--- src/rtl/sc_regshifter_pkg.sv ---
// Shared definitions for the multi-cycle load/shift register:
// shift mode codes and FSM state encoding.
package sc_regshifter_pkg;

  // Shift mode codes; 3'b110 and 3'b111 are reserved and behave as NOP.
  localparam logic [2:0] MODE_NOP = 3'd0;
  localparam logic [2:0] MODE_SLL = 3'd1;
  localparam logic [2:0] MODE_SRL = 3'd2;
  localparam logic [2:0] MODE_SRA = 3'd3;
  localparam logic [2:0] MODE_ROL = 3'd4;
  localparam logic [2:0] MODE_ROR = 3'd5;

  // Controller states.
  typedef enum logic [1:0] {
    ST_IDLE  = 2'd0,
    ST_SHIFT = 2'd1,
    ST_DONE  = 2'd2
  } state_t;

endpackage

--- src/rtl/sc_regshifter_step.sv ---
// Combinational single-bit step of the shifter: given the current word and
// a mode code, returns the word moved by one position, the bit that left
// the word, and whether the mode actually moves bits (NOP/reserved do not).
module sc_regshifter_step
  import sc_regshifter_pkg::*;
#(
  parameter int WIDTH = 8,
  parameter int SEL_W = 3
) (
  input  logic [WIDTH-1:0] word,
  input  logic [SEL_W-1:0] mode,
  output logic [WIDTH-1:0] word_next,
  output logic             shifted_bit,
  output logic             moves
);

  // One-position step selected by the mode code.
  always_comb begin
    word_next   = word;
    shifted_bit = 1'b0;
    moves       = 1'b0;
    case (mode)
      MODE_SLL: begin
        word_next   = {word[WIDTH-2:0], 1'b0};
        shifted_bit = word[WIDTH-1];
        moves       = 1'b1;
      end
      MODE_SRL: begin
        word_next   = {1'b0, word[WIDTH-1:1]};
        shifted_bit = word[0];
        moves       = 1'b1;
      end
      MODE_SRA: begin
        word_next   = {word[WIDTH-1], word[WIDTH-1:1]};
        shifted_bit = word[0];
        moves       = 1'b1;
      end
      MODE_ROL: begin
        word_next   = {word[WIDTH-2:0], word[WIDTH-1]};
        shifted_bit = word[WIDTH-1];
        moves       = 1'b1;
      end
      MODE_ROR: begin
        word_next   = {word[0], word[WIDTH-1:1]};
        shifted_bit = word[0];
        moves       = 1'b1;
      end
      default: begin
        word_next   = word;
        shifted_bit = 1'b0;
        moves       = 1'b0;
      end
    endcase
  end

endmodule

--- src/rtl/sc_regshifter_multicycle.sv ---
// Multi-cycle load/shift register with Busy/Done handshake.
// Optional carry output enabled by defining SC_REGSHIFTER_CARRY_EN.
// A Start in IDLE latches mode and amount; the word then moves one bit per
// clock for "amount" clocks, followed by a single-cycle Done.
module sc_regshifter_multicycle
  import sc_regshifter_pkg::*;
#(
  parameter int DATAWIDTH_BUS                  = 8,
  parameter int DATAWIDTH_REGSHIFTER_SELECTION = 3,
  parameter int DATAWIDTH_REGSHIFTER_AMOUNT    = 3
) (
  input  logic                                      SC_RegSHIFTER_CLOCK_50,
  input  logic                                      SC_RegSHIFTER_Reset_InHigh,
  input  logic                                      SC_RegSHIFTER_Load_InLow,
  input  logic                                      SC_RegSHIFTER_Start_InLow,
  input  logic [DATAWIDTH_REGSHIFTER_SELECTION-1:0] SC_RegSHIFTER_ShiftSelection_InLow,
  input  logic [DATAWIDTH_REGSHIFTER_AMOUNT-1:0]    SC_RegSHIFTER_ShiftAmount_In,
  input  logic [DATAWIDTH_BUS-1:0]                  SC_RegSHIFTER_DataBUS_In,
  output logic [DATAWIDTH_BUS-1:0]                  SC_RegSHIFTER_DataBUS_Out,
  output logic                                      SC_RegSHIFTER_Busy_Out,
  output logic                                      SC_RegSHIFTER_Done_Out
`ifdef SC_REGSHIFTER_CARRY_EN
  ,
  output logic                                      SC_RegSHIFTER_Carry_Out
`endif
);

  localparam logic [DATAWIDTH_REGSHIFTER_AMOUNT-1:0] AMT_ZERO = '0;
  localparam logic [DATAWIDTH_REGSHIFTER_AMOUNT-1:0] AMT_ONE  =
    {{(DATAWIDTH_REGSHIFTER_AMOUNT-1){1'b0}}, 1'b1};

  state_t                                    state_reg, state_next;
  logic [DATAWIDTH_BUS-1:0]                  data_reg, data_next;
  logic [DATAWIDTH_REGSHIFTER_SELECTION-1:0] mode_reg, mode_next;
  logic [DATAWIDTH_REGSHIFTER_AMOUNT-1:0]    count_reg, count_next;
  logic [DATAWIDTH_BUS-1:0]                  step_word;
  logic                                      step_bit;
  logic                                      step_moves;
  logic                                      load_event;
  logic                                      step_event;

  sc_regshifter_step #(
    .WIDTH (DATAWIDTH_BUS),
    .SEL_W (DATAWIDTH_REGSHIFTER_SELECTION)
  ) u_step (
    .word        (data_reg),
    .mode        (mode_reg),
    .word_next   (step_word),
    .shifted_bit (step_bit),
    .moves       (step_moves)
  );

  // Next-state, datapath and counter decisions for the controller.
  always_comb begin
    state_next = state_reg;
    data_next  = data_reg;
    mode_next  = mode_reg;
    count_next = count_reg;
    load_event = 1'b0;
    step_event = 1'b0;
    case (state_reg)
      ST_IDLE: begin
        if (!SC_RegSHIFTER_Load_InLow) begin
          // Load wins over Start when both are requested.
          data_next  = SC_RegSHIFTER_DataBUS_In;
          load_event = 1'b1;
        end else if (!SC_RegSHIFTER_Start_InLow) begin
          mode_next  = SC_RegSHIFTER_ShiftSelection_InLow;
          count_next = SC_RegSHIFTER_ShiftAmount_In;
          if (SC_RegSHIFTER_ShiftAmount_In == AMT_ZERO) begin
            state_next = ST_DONE;
          end else begin
            state_next = ST_SHIFT;
          end
        end
      end
      ST_SHIFT: begin
        data_next  = step_word;
        step_event = 1'b1;
        count_next = count_reg - AMT_ONE;
        if (count_reg == AMT_ONE) begin
          state_next = ST_DONE;
        end
      end
      ST_DONE: begin
        state_next = ST_IDLE;
      end
      default: begin
        state_next = ST_IDLE;
      end
    endcase
  end

  // State, data, latched mode and counter registers with synchronous reset.
  always_ff @(posedge SC_RegSHIFTER_CLOCK_50) begin
    if (SC_RegSHIFTER_Reset_InHigh) begin
      state_reg <= ST_IDLE;
      data_reg  <= '0;
      mode_reg  <= '0;
      count_reg <= '0;
    end else begin
      state_reg <= state_next;
      data_reg  <= data_next;
      mode_reg  <= mode_next;
      count_reg <= count_next;
    end
  end

  assign SC_RegSHIFTER_DataBUS_Out = data_reg;
  assign SC_RegSHIFTER_Busy_Out    = (state_reg == ST_SHIFT);
  assign SC_RegSHIFTER_Done_Out    = (state_reg == ST_DONE);

`ifdef SC_REGSHIFTER_CARRY_EN
  logic carry_reg, carry_next;

  // Carry captures the bit leaving the word; a load clears it, NOP steps keep it.
  always_comb begin
    carry_next = carry_reg;
    if (load_event) begin
      carry_next = 1'b0;
    end else if (step_event && step_moves) begin
      carry_next = step_bit;
    end
  end

  // Carry flop with synchronous reset.
  always_ff @(posedge SC_RegSHIFTER_CLOCK_50) begin
    if (SC_RegSHIFTER_Reset_InHigh) begin
      carry_reg <= 1'b0;
    end else begin
      carry_reg <= carry_next;
    end
  end

  assign SC_RegSHIFTER_Carry_Out = carry_reg;
`else
  // Without the carry output the shifted-out bit has no consumer.
  logic unused_carry;
  assign unused_carry = &{1'b0, step_bit, step_moves, load_event, step_event};
`endif

endmodule
--- config.mk ---
export PLATFORM = sky130hd
export DESIGN_NAME = sc_regshifter_multicycle
export DESIGN_NICKNAME = d
export VERILOG_FILES = /design/src/rtl/sc_regshifter_pkg.sv /design/src/rtl/sc_regshifter_step.sv /design/src/rtl/sc_regshifter_multicycle.sv
export SDC_FILE = /design/constraint.sdc
export NUM_CORES = 1
export LEC_CHECK = 0
export CORE_MARGIN = 2
export CORE_UTILIZATION = 50
export CTS_CLUSTER_SIZE = 20
export DETAILED_ROUTE_END_ITERATION = 16
export PLACE_DENSITY_LB_ADDON = 0.1
export RECOVER_POWER = 50
export SYNTH_ARGS = -nofsm -noshare
export SYNTH_HDL_FRONTEND = slang
export SYNTH_SLANG_ARGS = --single-unit
--- constraint.sdc ---
create_clock -name SC_RegSHIFTER_CLOCK_50 -period 4.2 [get_ports SC_RegSHIFTER_CLOCK_50]
set_input_delay 0.63 -clock SC_RegSHIFTER_CLOCK_50 [delete_from_list [all_inputs] [get_ports SC_RegSHIFTER_CLOCK_50]]
set_output_delay 0.63 -clock SC_RegSHIFTER_CLOCK_50 [all_outputs]
set_load 0.01 [all_outputs]
* Word-level counts from Yosys, hierarchy flattened
Cells that the tools add are included.
** Word-level totals
- Input port bits :: 18
- Logic and storage cells :: 41
- Output and inout port bits :: 10
- Flip-flop bits (word level) :: 16
** Cells by class
- Eq/ne operators :: 15
- Bitwise operators :: 1
- Add/sub/neg operators :: 1
- Multiplexer cells :: 11
- Reductions and logical operators :: 8
** Operators by type and width (number)
- $pmux 8 s5 :: 1
- $pmux 8 s2 :: 1
- $reduce_and 3->1 :: 4
- $mux 2 :: 4
- $mux 8 :: 1
- $ne 2x2->1 const B :: 4
- $eq 3x1->1 const B :: 2
- $eq 3x2->1 const B :: 2
- $eq 3x3->1 const B :: 2
- $mux 3 :: 2
- $ne 6x1->1 const B :: 1
- $pmux 3 s2 :: 1
- $ne 5x1->1 const B :: 1
- $pmux 2 s2 :: 1
- $reduce_and 4->1 :: 1
- $logic_not 3->1 :: 1
- $sub 3x1->3 const B :: 1
- $eq 2x1->1 const B :: 1
- $eq 2x2->1 const B :: 1
- $logic_not 2->1 :: 1
- $ne 2x1->1 const B :: 1
- $reduce_bool 2->1 :: 1
- $not 1->1 :: 1

* Depth between registers and ports, before layout
- Depth after elaboration :: 5
- Depth in mapped cells :: 7

* Modules after synthesis
From an unflattened synthesis, not the netlist that was laid out.
** Unflattened totals
- Cells, all modules :: 157
- Area, all modules :: 1238.7 um^2
** Modules (own cells, without submodules)
- sc_regshifter_multicycle :: seq. area each 320.3 um^2, area an instance 819.5 um^2, cells an instance 97, times used 1
- sc_regshifter_step :: seq. area each 0.0 um^2, area an instance 419.2 um^2, cells an instance 60, times used 1

* Worst setup path after synthesis
No wires, ideal clock.
- Path kind :: input to register
- Start point :: input port SC_RegSHIFTER_Reset_InHigh
- End point :: register data_reg[1], in the netlist SC_RegSHIFTER_DataBUS_Out[1]
- Data required time :: 4.113 ns
- Slack :: 2.649 ns
- Library setup time :: 0.087 ns
- Arrival time :: 1.464 ns
- Path buffers :: 2
- Stages on the path :: 5
- Cell sequence :: clkbuf_1 inv_1 clkbuf_1 o21ai_0 o31ai_1
** RTL lines
- start: declaration :: line sc_regshifter_multicycle.sv:13 : input logic SC_RegSHIFTER_Reset_InHigh,
- end signal: assignment :: line sc_regshifter_multicycle.sv:103 : data_reg <= data_next;
- end: declaration :: line sc_regshifter_multicycle.sv:33 : logic [DATAWIDTH_BUS-1:0] data_reg, data_next;

* Worst setup path after layout
- Start point :: register state_reg[0]
- End point :: output port SC_RegSHIFTER_Busy_Out
** Between the ends
- Longest elaborated chain between the ends :: 1
** Ends and longest elaborated chain
- start: declaration :: line sc_regshifter_multicycle.sv:32 : state_t state_reg, state_next;
- start signal: assignment :: line sc_regshifter_multicycle.sv:102 : state_reg <= state_next;
- $eq 2x1->1 :: line sc_regshifter_multicycle.sv:110 : assign SC_RegSHIFTER_Busy_Out = (state_reg == ST_SHIFT);
- end: declaration :: line sc_regshifter_multicycle.sv:20 : output logic SC_RegSHIFTER_Busy_Out,
Every way passes these cells.

==> flow_metrics.py <==
metrics = {
    "status": {
        "status": "complete, no violations",
    },
    "grt": {
        "grtUsageMet3": 0.06135,
        "antenna_found_initial": 0,
        "grtUsageMet1": 0.2175,
        "grt_use_total": 0.1933,
        "grt-ovfl-total": 0,
        "grt.busiest_layer": "met2",
        "grt_pass1_vias": 843,
        "grt_max_degree": 16,
        "grt_util_met2": 0.3447,
        "grt_pass1_wl_um": 3629,
    },
    "routing": {
        "wl_um": 2075,
        "vias_per_cell": 5.615,
        "drt_first_iter_violations": 3,
        "wl_per_cell_um": 12.89,
        "drcViolationCount": 0,
        "vias": 904,
        "ant_nets": 0,
        "first_pass_iters": 4,
    },
    "layout": {
        "final_cell_mix": "clkdlybuf4s50_1 (20), dfxtp_1 (16), o21ai_0 (9)",
        "fin_area_um2": 1269,
        "multi_input_area_um2": 581.8,
        "diodes": 0,
        "synthToLayoutAreaGrowth_pct": 26.59,
        "drive_gt1_frac": 0.1045,
        "register_area_um2": 320.3,
        "nets": 155,
        "largest_reg_flops": 8,
        "layout_commonest_cell": "clkdlybuf4s50_1",
        "n_fill_cell": 166,
    },
    "sta": {
        "period_share": 0.6410,
        "timing.fmax_mhz": 371.4,
        "hold_viol": 0,
        "slew_viol_final": 0,
        "fin_skew_ns": 0.008853,
        "fin_crit_ns": 2.692,
        "finalSetupViolCount": 0,
        "tightest_slew_ns": 0.6197,
        "maxSlewHeadroom": 0.5837,
        "tns_ns": 0,
        "rsz0062_at_grt": "no",
    },
    "synthesis": {
        "synth_cell_types": 38,
        "synthMuxAreaShare": 0.06117,
        "syn_inst": 113,
        "synth_seq_area_share": 0.3196,
        "synth_top_family_by_area": "compound AO/OA/AOI/OAI gates",
        "synthesis.area_um2": 1002,
        "synth-compound-area-share": 0.3021,
        "synth_nets": 133,
        "synth_warnings": 0,
        "async_flop_share": 0,
        "synth-seq-cells": 16,
        "synth_xor_area_frac": 0,
        "yosys.area_share.simple": 0.2010,
        "synth-edff-count": 0,
        "synth_ff_type": "dfxtp_1",
        "yosysTopAreaCellShare": 0.3196,
        "synthAdderAreaFrac": 0.02497,
        "yosysTopAreaCell": "dfxtp_1",
        "synth_area_per_cell_um2": 8.869,
        "synth_area_leaders": "dfxtp_1 (32%), a211oi_2 (7.5%), mux2i_1 (5.0%)",
    },
    "critical_path": {
        "reg2reg_from": "state_reg[0]$_SDFFE_PP0P_",
        "reg2reg_depth": 5,
        "worstSetupEndpointType": "output pin",
        "r2r_end": "SC_RegSHIFTER_DataBUS_Out[0]$_SDFFE_PP0P_",
        "worstPathMaxFanout": 12,
        "worstPathArrival_ns": 2.06,
        "worstSetupPathType": "reg -> out",
        "worstPathRequired_ns": 3.57,
        "r2r_slack_ns": 2.28,
        "crit_path_start_kind": "flip-flop",
    },
    "placed_design": {
        "place_congestion": 0.8459,
        "portBuffers": 27,
        "post-dp-hpwl_um": 1533,
        "placedInstanceArea_um2": 1241,
    },
    "run": {
        "cap_violations": 0,
    },
    "power": {
        "power_frac_seq": 0.467,
        "peakVddDrop_mv": 0.1873,
        "clkPwrFrac": 0.266,
        "net-switching-power_uw": 114.4,
        "power.internal_uw": 272.5,
        "netSwitchingFraction": 0.2957,
        "p_leak_nw": 0.4695,
        "power_frac_comb": 0.267,
        "p_per_area_nw_per_um2": 304.9,
    },
    "clocking": {
        "root_buffer": "clkbuf_4",
        "cts_hold_buf": 0,
        "cts_tree": "built",
        "cts_resized": 0,
        "htree_levels": 1,
        "cts.path.max_buffers": 2,
        "cts_made_buffers": 3,
        "cts.reportedPaths.clkPinSlew_ns": 0.09,
        "clkSinkCount": 16,
        "clk_latency_ns": 0.29,
        "cts_setup_buffers": 0,
    },
    "floorplan": {
        "core_um2": 1922,
        "rows": 16,
        "start_util": 0.5215,
        "ios": 28,
        "die_w_um": 48.77,
        "dieArea_um2": 2379,
        "dieHeight_um": 48.77,
    },
    "worst_hold_path": {
        "worstHoldPathCells": 2,
        "min_to": "count_reg[1]$_SDFFE_PP0P_",
        "hp-start": "count_reg[1]$_SDFFE_PP0P_",
        "hold_class": "reg -> reg",
    },
}
-- how the worst max path moves through the flow --
stage / start / end / slack, ns / cells past startpoint
CTS: state_reg[0]$_SDFFE_PP0P_ / SC_RegSHIFTER_Busy_Out / 1.48 / 3
floorplan: SC_RegSHIFTER_Reset_InHigh / SC_RegSHIFTER_DataBUS_Out[1]$_SDFFE_PP0P_ / 2.65 / 5
detailed placement: state_reg[0]$_SDFFE_PP0P_ / SC_RegSHIFTER_Busy_Out / 1.81 / 3
finish: state_reg[0]$_SDFFE_PP0P_ / SC_RegSHIFTER_Busy_Out / 1.51 / 3
global placement: state_reg[0]$_SDFFE_PP0P_ / SC_RegSHIFTER_Busy_Out / 1.87 / 3
global route: state_reg[0]$_SDFFE_PP0P_ / SC_RegSHIFTER_Busy_Out / 1.37 / 3
-- critical path: stages, from the launching register on --
cell	delay (ns)
dfxtp_1	0.50
nand2b_1	0.36
inv_2	0.32
clkdlybuf4s50_1	0.59
-- kinds of logic after synthesis --
logic type,after synthesis
fa+ha+maj,2
mux,6
simple gates,35
flops,16
buf+inv,17
compound gates,37
-- stage by stage --
step / hold WS (ns) / util / power (mW) / instances / worst slack [ns]
CTS: 0.5123 / 0.6647 / 0.3936 / 161 / 1.482
floorplan: 0.4604 / - / 0.2501 / 113 / 2.649
global route: 0.5432 / 0.6602 / 0.4128 / 161 / 1.372
global placement: 0.4793 / 0.6458 / 0.2890 / 157 / 1.873
finish: 0.5019 / 0.6602 / 0.3869 / 161 / 1.508
detailed placement: 0.4897 / 0.6458 / 0.2908 / 157 / 1.814
-- power by group through the flow --
stage | registers, mW | clock network [mW] | logic [mW]
floorplan | 0.183 | 0 | 0.0675
global placement | 0.184 | 0 | 0.105
detailed placement | 0.184 | 0 | 0.106
CTS | 0.181 | 0.106 | 0.107
global route | 0.184 | 0.115 | 0.115
finish | 0.181 | 0.103 | 0.103
-- layout make-up --
type,count,area share
clock buffer,4,0.02860
inverter,7,0.02071
multi-input combinational,80,0.4586
sequential,16,0.2525
tap,27,0.02663
timing repair buffer,27,0.2130
-- synthesized netlist by cell type (2+ instances only) --
cell       n
dfxtp_1   16
nor3_1     2
inv_1      6
clkbuf_1   2
a211oi_2   6
buf_2      4
buf_4      2
mux2i_1    5
nor2b_1    2
nor3b_1    6
a221oi_1   2
o31ai_1    6
nand3_1    6
buf_6      2
a21oi_1    3
ha_1       2
nand2_1    4
nor2_1     7
nand2b_1   3
o21ai_0    9
-- layer usage --
metal | up-vias | part of all wire
li1 | 458 | -
met1 | 418 | 0.45
met2 | 22 | 0.49
met3 | 6 | 0.044
met4 | 0 | 0.015
met5 | - | 0
No activity file was read; power rests on OpenSTA's default activity.
